`config.mk`:
```
export PLATFORM = sky130hd
export DESIGN_NAME = max_unpooling_flat
export DESIGN_NICKNAME = d
export VERILOG_FILES = /design/src/rtl/max_unpooling_if.sv /design/src/rtl/max_unpooling.sv /design/src/flat_wrapper.sv
export SDC_FILE = /design/constraint.sdc
export NUM_CORES = 1
export LEC_CHECK = 0
export CAP_MARGIN = 5
export CELL_PAD_IN_SITES_DETAIL_PLACEMENT = 0
export CELL_PAD_IN_SITES_GLOBAL_PLACEMENT = 2
export CORE_UTILIZATION = 25
export CTS_CLUSTER_DIAMETER = 60
export DETAILED_ROUTE_END_ITERATION = 12
export HOLD_SLACK_MARGIN = 0.15
export PLACE_DENSITY = 0.68
export SETUP_SLACK_MARGIN = 0.15
export SLEW_MARGIN = 20
export SYNTH_ARGS = -nofsm -noshare
export SYNTH_HDL_FRONTEND = slang
export SYNTH_SLANG_ARGS = --single-unit
export TNS_END_PERCENT = 10
```
`constraint.sdc`:
```
create_clock -name clk -period 2.6 [get_ports clk]
set_input_delay 0.26 -clock clk [delete_from_list [all_inputs] [get_ports clk]]
set_output_delay 0.26 -clock clk [all_outputs]
set_load 0.05 [all_outputs]
```
`src/rtl/max_unpooling_if.sv`:
```
// Valid/ready bundle for the max-unpooling stage: pooled beats in, unpooled samples out.
// The slave modport is the unpooling block and the master modport is its environment.
interface max_unpooling_if #(
    parameter int n_data = 16,
    parameter int idx_w  = 1
);
    logic              in_valid;
    logic              in_ready;
    logic [n_data-1:0] in_data;
    logic [idx_w-1:0]  in_idx;
    logic              out_valid;
    logic              out_ready;
    logic [n_data-1:0] out_data;
    logic              out_last;
    logic              idx_err;

    modport slave (
        input  in_valid, in_data, in_idx, out_ready,
        output in_ready, out_valid, out_data, out_last, idx_err
    );

    modport master (
        output in_valid, in_data, in_idx, out_ready,
        input  in_ready, out_valid, out_data, out_last, idx_err
    );
endinterface

```
`src/rtl/max_unpooling.sv`:
```
// Streaming 1-D max-unpooling: each input beat expands into pooling_size samples.
// The sample at the recorded position carries the value and every other sample is zero.
module max_unpooling #(
    parameter int pooling_size = 2,
    parameter int n_data       = 16,
    parameter int idx_w        = $clog2(pooling_size)
) (
    input  logic           clk,
    input  logic           reset,
    max_unpooling_if.slave bus
);
    localparam int cnt_w = $clog2(pooling_size);

    localparam logic [0:0] IDLE = 1'b0;
    localparam logic [0:0] EMIT = 1'b1;

    generate
        if (pooling_size < 2) begin : g_bad_size
            $error("max_unpooling: pooling_size must be at least 2");
        end
        if (idx_w < 1 || idx_w < cnt_w) begin : g_bad_idx_w
            $error("max_unpooling: idx_w too narrow for pooling_size");
        end
    endgenerate

    logic [0:0]        state_reg,    state_next;
    logic [cnt_w-1:0]  cnt_reg,      cnt_next;
    logic [n_data-1:0] data_reg,     data_next;
    logic [idx_w-1:0]  idx_reg,      idx_next;
    logic [n_data-1:0] out_data_reg, out_data_next;
    logic              out_last_reg, out_last_next;
    logic              idx_err_reg,  idx_err_next;

    logic in_fire;
    logic out_fire;

    // A new window can be taken while the last sample of the current one leaves,
    // so consecutive windows stream without a bubble.
    assign bus.in_ready  = (state_reg == IDLE) ||
                           ((state_reg == EMIT) && out_last_reg && bus.out_ready);
    assign bus.out_valid = (state_reg == EMIT);
    assign bus.out_data  = out_data_reg;
    assign bus.out_last  = out_last_reg;
    assign bus.idx_err   = idx_err_reg;

    assign in_fire  = bus.in_valid && bus.in_ready;
    assign out_fire = bus.out_valid && bus.out_ready;

    always_comb begin
        state_next    = state_reg;
        cnt_next      = cnt_reg;
        data_next     = data_reg;
        idx_next      = idx_reg;
        out_data_next = out_data_reg;
        out_last_next = out_last_reg;
        idx_err_next  = idx_err_reg;

        if (in_fire) begin
            // Output sample 0 is presented straight from the accepting edge.
            state_next    = EMIT;
            data_next     = bus.in_data;
            idx_next      = bus.in_idx;
            cnt_next      = '0;
            out_data_next = (bus.in_idx == '0) ? bus.in_data : '0;
            out_last_next = 1'b0;
            if (int'(bus.in_idx) >= pooling_size) begin
                idx_err_next = 1'b1;
            end
        end else if (out_fire) begin
            if (out_last_reg) begin
                state_next    = IDLE;
                cnt_next      = '0;
                out_data_next = '0;
                out_last_next = 1'b0;
            end else begin
                // An out-of-range idx_reg never equals cnt, so such windows emit only zeros.
                cnt_next      = cnt_reg + cnt_w'(1);
                out_data_next = (int'(cnt_next) == int'(idx_reg)) ? data_reg : '0;
                out_last_next = (int'(cnt_next) == pooling_size - 1);
            end
        end
    end

    always_ff @(posedge clk) begin
        if (reset) begin
            state_reg    <= IDLE;
            cnt_reg      <= '0;
            data_reg     <= '0;
            idx_reg      <= '0;
            out_data_reg <= '0;
            out_last_reg <= 1'b0;
            idx_err_reg  <= 1'b0;
        end else begin
            state_reg    <= state_next;
            cnt_reg      <= cnt_next;
            data_reg     <= data_next;
            idx_reg      <= idx_next;
            out_data_reg <= out_data_next;
            out_last_reg <= out_last_next;
            idx_err_reg  <= idx_err_next;
        end
    end
endmodule

```
`src/flat_wrapper.sv`:
```
// flat-port wrapper written by rule: the top's interface ports become plain ports
module max_unpooling_flat 
#(
    parameter int pooling_size = 2,
    parameter int n_data       = 16,
    parameter int idx_w        = $clog2(pooling_size)
)
  (clk, reset, bus_in_valid, bus_in_data, bus_in_idx, bus_out_ready, bus_in_ready, bus_out_valid, bus_out_data, bus_out_last, bus_idx_err);
  max_unpooling_if #(.n_data(n_data), .idx_w(idx_w)) bus_i ();
  input  logic clk;
  input  logic reset;
  input wire logic [$bits(bus_i.in_valid)-1:0] bus_in_valid;
  input wire logic [$bits(bus_i.in_data)-1:0] bus_in_data;
  input wire logic [$bits(bus_i.in_idx)-1:0] bus_in_idx;
  input wire logic [$bits(bus_i.out_ready)-1:0] bus_out_ready;
  output wire logic [$bits(bus_i.in_ready)-1:0] bus_in_ready;
  output wire logic [$bits(bus_i.out_valid)-1:0] bus_out_valid;
  output wire logic [$bits(bus_i.out_data)-1:0] bus_out_data;
  output wire logic [$bits(bus_i.out_last)-1:0] bus_out_last;
  output wire logic [$bits(bus_i.idx_err)-1:0] bus_idx_err;
  assign bus_i.in_valid = bus_in_valid;
  assign bus_i.in_data = bus_in_data;
  assign bus_i.in_idx = bus_in_idx;
  assign bus_i.out_ready = bus_out_ready;
  assign bus_in_ready = bus_i.in_ready;
  assign bus_out_valid = bus_i.out_valid;
  assign bus_out_data = bus_i.out_data;
  assign bus_out_last = bus_i.out_last;
  assign bus_idx_err = bus_i.idx_err;
  max_unpooling #(.pooling_size(pooling_size), .n_data(n_data), .idx_w(idx_w)) u_core (.clk(clk), .reset(reset), .bus(bus_i));
endmodule
```
# Word-level counts from Yosys, hierarchy flattened

Index checks and enable logic that the tools add are counted.

Add/subtract/negate cells: 1
Equal/unequal tests: 1
Muxes and demuxes: 9
Bitwise gates (word level): 1
Reduce and logical (&&, ||, !) cells: 9

Operators by type and width:

| cell                | number |
|---|---|
| $mux 16             | 5 |
| $logic_and 1x1->1   | 4 |
| $mux 1              | 4 |
| $reduce_bool 2->1   | 2 |
| $reduce_and 2->1    | 1 |
| $reduce_or 2->1     | 1 |
| $add 1x1->1 const B | 1 |
| $eq 1x1->1          | 1 |
| $logic_or 1x1->1    | 1 |
| $not 1->1           | 1 |

Register bits: 35
Output and inout bits: 20

# Depth between registers and ports, before layout

Depth after elaboration: 6
Depth in mapped cells: 5
Mapped depth without buffers: 4

# Least setup slack after synthesis

Ideal clock, no wire load.

Path type: flip-flop to flip-flop
Start: reg u_core.state_reg, in the netlist u_core.bus.out_valid
End: reg u_core.out_data_reg[10], in the netlist u_core.bus.out_data[10]
Library setup time: 0.140 ns
Arrival: 1.512 ns
Data required time: 2.460 ns
Path slack: 0.947 ns
Cell stages (with the launch flop): 6
Path buffers: 1
Cell sequence: dfxtp_1 a21boi_4 inv_4 buf_6 nand3_2 a21oi_2

Cells in the longest elaborated chain, start to end: 5

Ends and longest elaborated chain:

| what                                         | line                | source |
|---|---|---|
| start, declared                              | max_unpooling.sv:26 | `logic [0:0] state_reg, state_next;` |
| start signal, assigned                       | max_unpooling.sv:94 | `state_reg <= state_next;` |
| $logic_and 1x1->1 (2 in a row)               | max_unpooling.sv:40 | `((state_reg == EMIT) && out_last_reg && bus.out_ready);` |
| $logic_or 1x1->1 *                           | max_unpooling.sv:39 | `assign bus.in_ready = (state_reg == IDLE) \|\|` |
| via bus_in_ready                             | flat_wrapper.sv:16  | `output wire logic [$bits(bus_i.in_ready)-1:0] bus_in_ready;` |
| $logic_and 1x1->1 *                          | max_unpooling.sv:46 | `assign in_fire = bus.in_valid && bus.in_ready;` |
| $mux 16 or $reduce_bool 2->1 (tied branches) | -                   |  |
| end signal, assigned                         | max_unpooling.sv:98 | `out_data_reg <= out_data_next;` |
| end, declared                                | max_unpooling.sv:30 | `logic [n_data-1:0] out_data_reg, out_data_next;` |

The timed path passes the listed nets; every way through them passes the cells marked *.
A chain may end at the register's enable or synchronous reset.

# Worst setup path in the final report

Start: in bus_out_ready
End: out bus_in_ready

Cells in the longest elaborated chain, start to end: 2

Ends and longest elaborated chain:

| what              | line                | source |
|---|---|---|
| start, declared   | flat_wrapper.sv:15  | `input wire logic [$bits(bus_i.out_ready)-1:0] bus_out_ready;` |
| $logic_and 1x1->1 | max_unpooling.sv:40 |  |
| $logic_or 1x1->1  | max_unpooling.sv:39 |  |
| end, declared     | flat_wrapper.sv:16  |  |

No other way between the ends.

==> results.json <==
{
  "status": "finished, final reports clean",
  "reg2reg_depth": 4,
  "clock-skew-final_ns": 0.00622,
  "cpMaxStageDelayCell": "clkdlybuf4s50_1",
  "grtUsageMet2_pct": 21.7,
  "fin_ws_ns": 0.693,
  "antenna_found_initial": 0,
  "use_met1_pct": 18.2,
  "area_delta_synth_final_pct": 30.7,
  "synth.area.top_cells": "dfxtp_1, nand3_2, a22oi_1",
  "vdd_drop_max_mv": 0.173,
  "power_mw": 1.22,
  "clk_latency_ns": 0.29,
  "syn_area_um2": 1600,
  "critPathRequiredTime_ns": 2.34,
  "cp.arrival_ns": 1.65,
  "cp-startpoint": "bus_out_ready",
  "endpoint": "bus_in_ready",
  "grt_pass1_vias": 1339,
  "power_density_nw_per_um2": 582,
  "max_freq_mhz": 524,
  "hold_path_class": "reg -> reg",
  "synth_most_common_cell": "dfxtp_1",
  "htreeDepth": 2,
  "coreArea_um2": 6060,
  "drc": 0,
  "pre_cts_ws_ns": 0.689,
  "seq_area_frac_synth_pct": 43.7,
  "die_w_um": 82.1,
  "setup_viol": 0,
  "rr_endpoint": "u_core.bus.out_data[9]",
  "worstSetupPathType": "in -> out",
  "dpl.hpwl_um": 2820,
  "grt_max_degree": 36,
  "synth-edff-count": 0,
  "final_nets": 221,
  "yosys.area.top_type_share_pct": 43.7,
  "cts_tree": "done",
  "gp_congestion": 0.737,
  "dr.pass1.iters": 4,
  "die-area_um2": 6740,
  "drive_above_1_share_pct": 25.0,
  "r2r_slack_ns": 1.16,
  "critPathMaxFanout": 35,
  "wire_per_inst_um": 15.5,
  "portBuffers": 39,
  "power.leakage_nw": 0.677,
  "cts_setup_buffers": 0,
  "grt_use_total_pct": 13.8,
  "drt_iter0_drc": 68,
  "ant_nets": 0,
  "rsz0062_at_grt": "false",
  "syn_avg_cell_area_um2": 9.78,
  "yosysUniqueCellTypes": 25,
  "min_period_ns": 1.91,
  "synth_common_cells": "dfxtp_1, a21oi_1, nand3_2",
  "cts-resized-gates": 0,
  "synth_fp_nets": 185,
  "busiest_layer": "met2",
  "period_share_pct": 73.3,
  "numClockSinks": 35,
  "synth_seq_cells": 35,
  "vias": 1369,
  "synthCells": 164,
  "endpoint_kind": "output port",
  "clk_root_buffer_cell": "clkbuf_8",
  "insertedDiodeCount": 0,
  "via_per_inst": 4.98,
  "synthFlopType": "dfxtp_1",
  "grt_pass1_wl_um": 6850,
  "async_flop_share_pct": 0,
  "hold_viol": 0,
  "r2r_start": "u_core.bus.out_valid",
  "tightest_slew_ns": 0.513,
  "die_height_um": 82.1,
  "cts.reportedPaths.clkPinSlew_ns": 0.07,
  "max-clock-path-buffers": 2,
  "synth_largest_area_cell": "dfxtp_1",
  "yosysWarnings": 0,
  "crit_chain": "clkdlybuf4s50_1 -> a21boi_4 -> inv_4 -> buf_4",
  "cp_slowest_stage_delay_ns": 0.62,
  "n_fill_cell": 654,
  "start_kind": "primary input",
  "fin_setup_tns_ns": 0,
  "ctsHoldBuffers": 0,
  "maxCapViolCount": 0,
  "design_area_um2": 2100,
  "ios": 41,
  "rows": 28,
  "drt_wl_total_um": 4260,
  "postPlaceCellArea_um2": 2010,
  "use_met3_pct": 2.86,
  "maxSlewHeadroom_pct": 65.7,
  "start_util_pct": 26.5,
  "drv_slew": 0,
  "overflow": 0,
  "cts_buffers": 5
}
-- worst min path at each step --
stage	startpoint	endpoint	slack [ns]	cells past startpoint
global placement	u_core.data_reg[14]	u_core.data_reg[14]	0.47	2
finish	u_core.data_reg[1]	u_core.data_reg[1]	0.48	2
global route	u_core.data_reg[4]	u_core.data_reg[4]	0.50	2
floorplan	bus_in_data[10]	u_core.bus.out_data[10]	0.39	2
CTS	u_core.data_reg[14]	u_core.data_reg[14]	0.49	2
detailed placement	u_core.data_reg[13]	u_core.data_reg[13]	0.48	2
-- report_power, final --
group          switching, mW  leakage (nW)  internal [mW]  total, mW
Sequential            0.0175         0.286          0.563      0.581
Combinational          0.146         0.343         0.0891      0.235
Clock                  0.198        0.0470          0.208      0.406
-- area by class of cell --
cell class / count / area [um2] / share of cell area (%)
clock buffer: 6 / 82.6 / 3.94
inverter: 2 / 10.0 / 0.477
timing repair buffer: 47 / 448 / 21.4
sequential: 35 / 701 / 33.4
clock inverter: 1 / 5.00 / 0.239
tap: 75 / 93.8 / 4.47
multi-input combinational: 109 / 757 / 36.1
-- cell families after synthesis --
| kind of cell | count (synthesis) | share of synthesized area [%] |
|---|---|---|
| multiplexers | 1 | 0.858 |
| flip-flops | 35 | 43.7 |
| XOR/XNOR | 1 | 0.546 |
| AO/OA/AOI/OAI | 70 | 28.4 |
| buffers and inverters | 20 | 9.13 |
| other | 1 | 0.234 |
| AND/OR/NAND/NOR | 36 | 17.2 |
-- critical path: cells and delay by family --
family                 cells  cell delay [ns]
AOI/OAI and AO/OA          1             0.10
buffers and inverters      3             1.27
-- stage by stage --
step / hold WS, ns / utilization, % / std cells
after floorplan: 0.391 / - / 164
after global placement: 0.469 / 33.2 / 268
after detailed placement: 0.475 / 33.2 / 268
after CTS: 0.489 / 34.6 / 275
after global routing: 0.499 / 34.6 / 275
final: 0.484 / 34.6 / 275
-- metal layers --
metal | vias to the layer above | wire (um)
met5 | - | 0
met2 | 32 | 2030
met1 | 658 | 1990
met4 | 0 | 70
met3 | 8 | 172
li1 | 671 | -
-- placed cells by master, fill, tap and decap left out --
cell type,instances
xnor2_1,1
nor2b_1,1
a21boi_4,1
a22oi_1,16
a21oi_1,23
and4b_1,1
o21ai_1,17
a211oi_2,1
dfxtp_1,35
mux2i_2,1
inv_4,1
nand2_1,1
nor3_1,1
clkdlybuf4s50_1,38
nand3_2,18
clkbuf_8,6
clkinv_2,1
a211oi_1,1
buf_4,9
inv_2,1
a21oi_2,11
conb_1,1
nand3_1,14
Note: power is estimated with default switching activity, not from simulation.
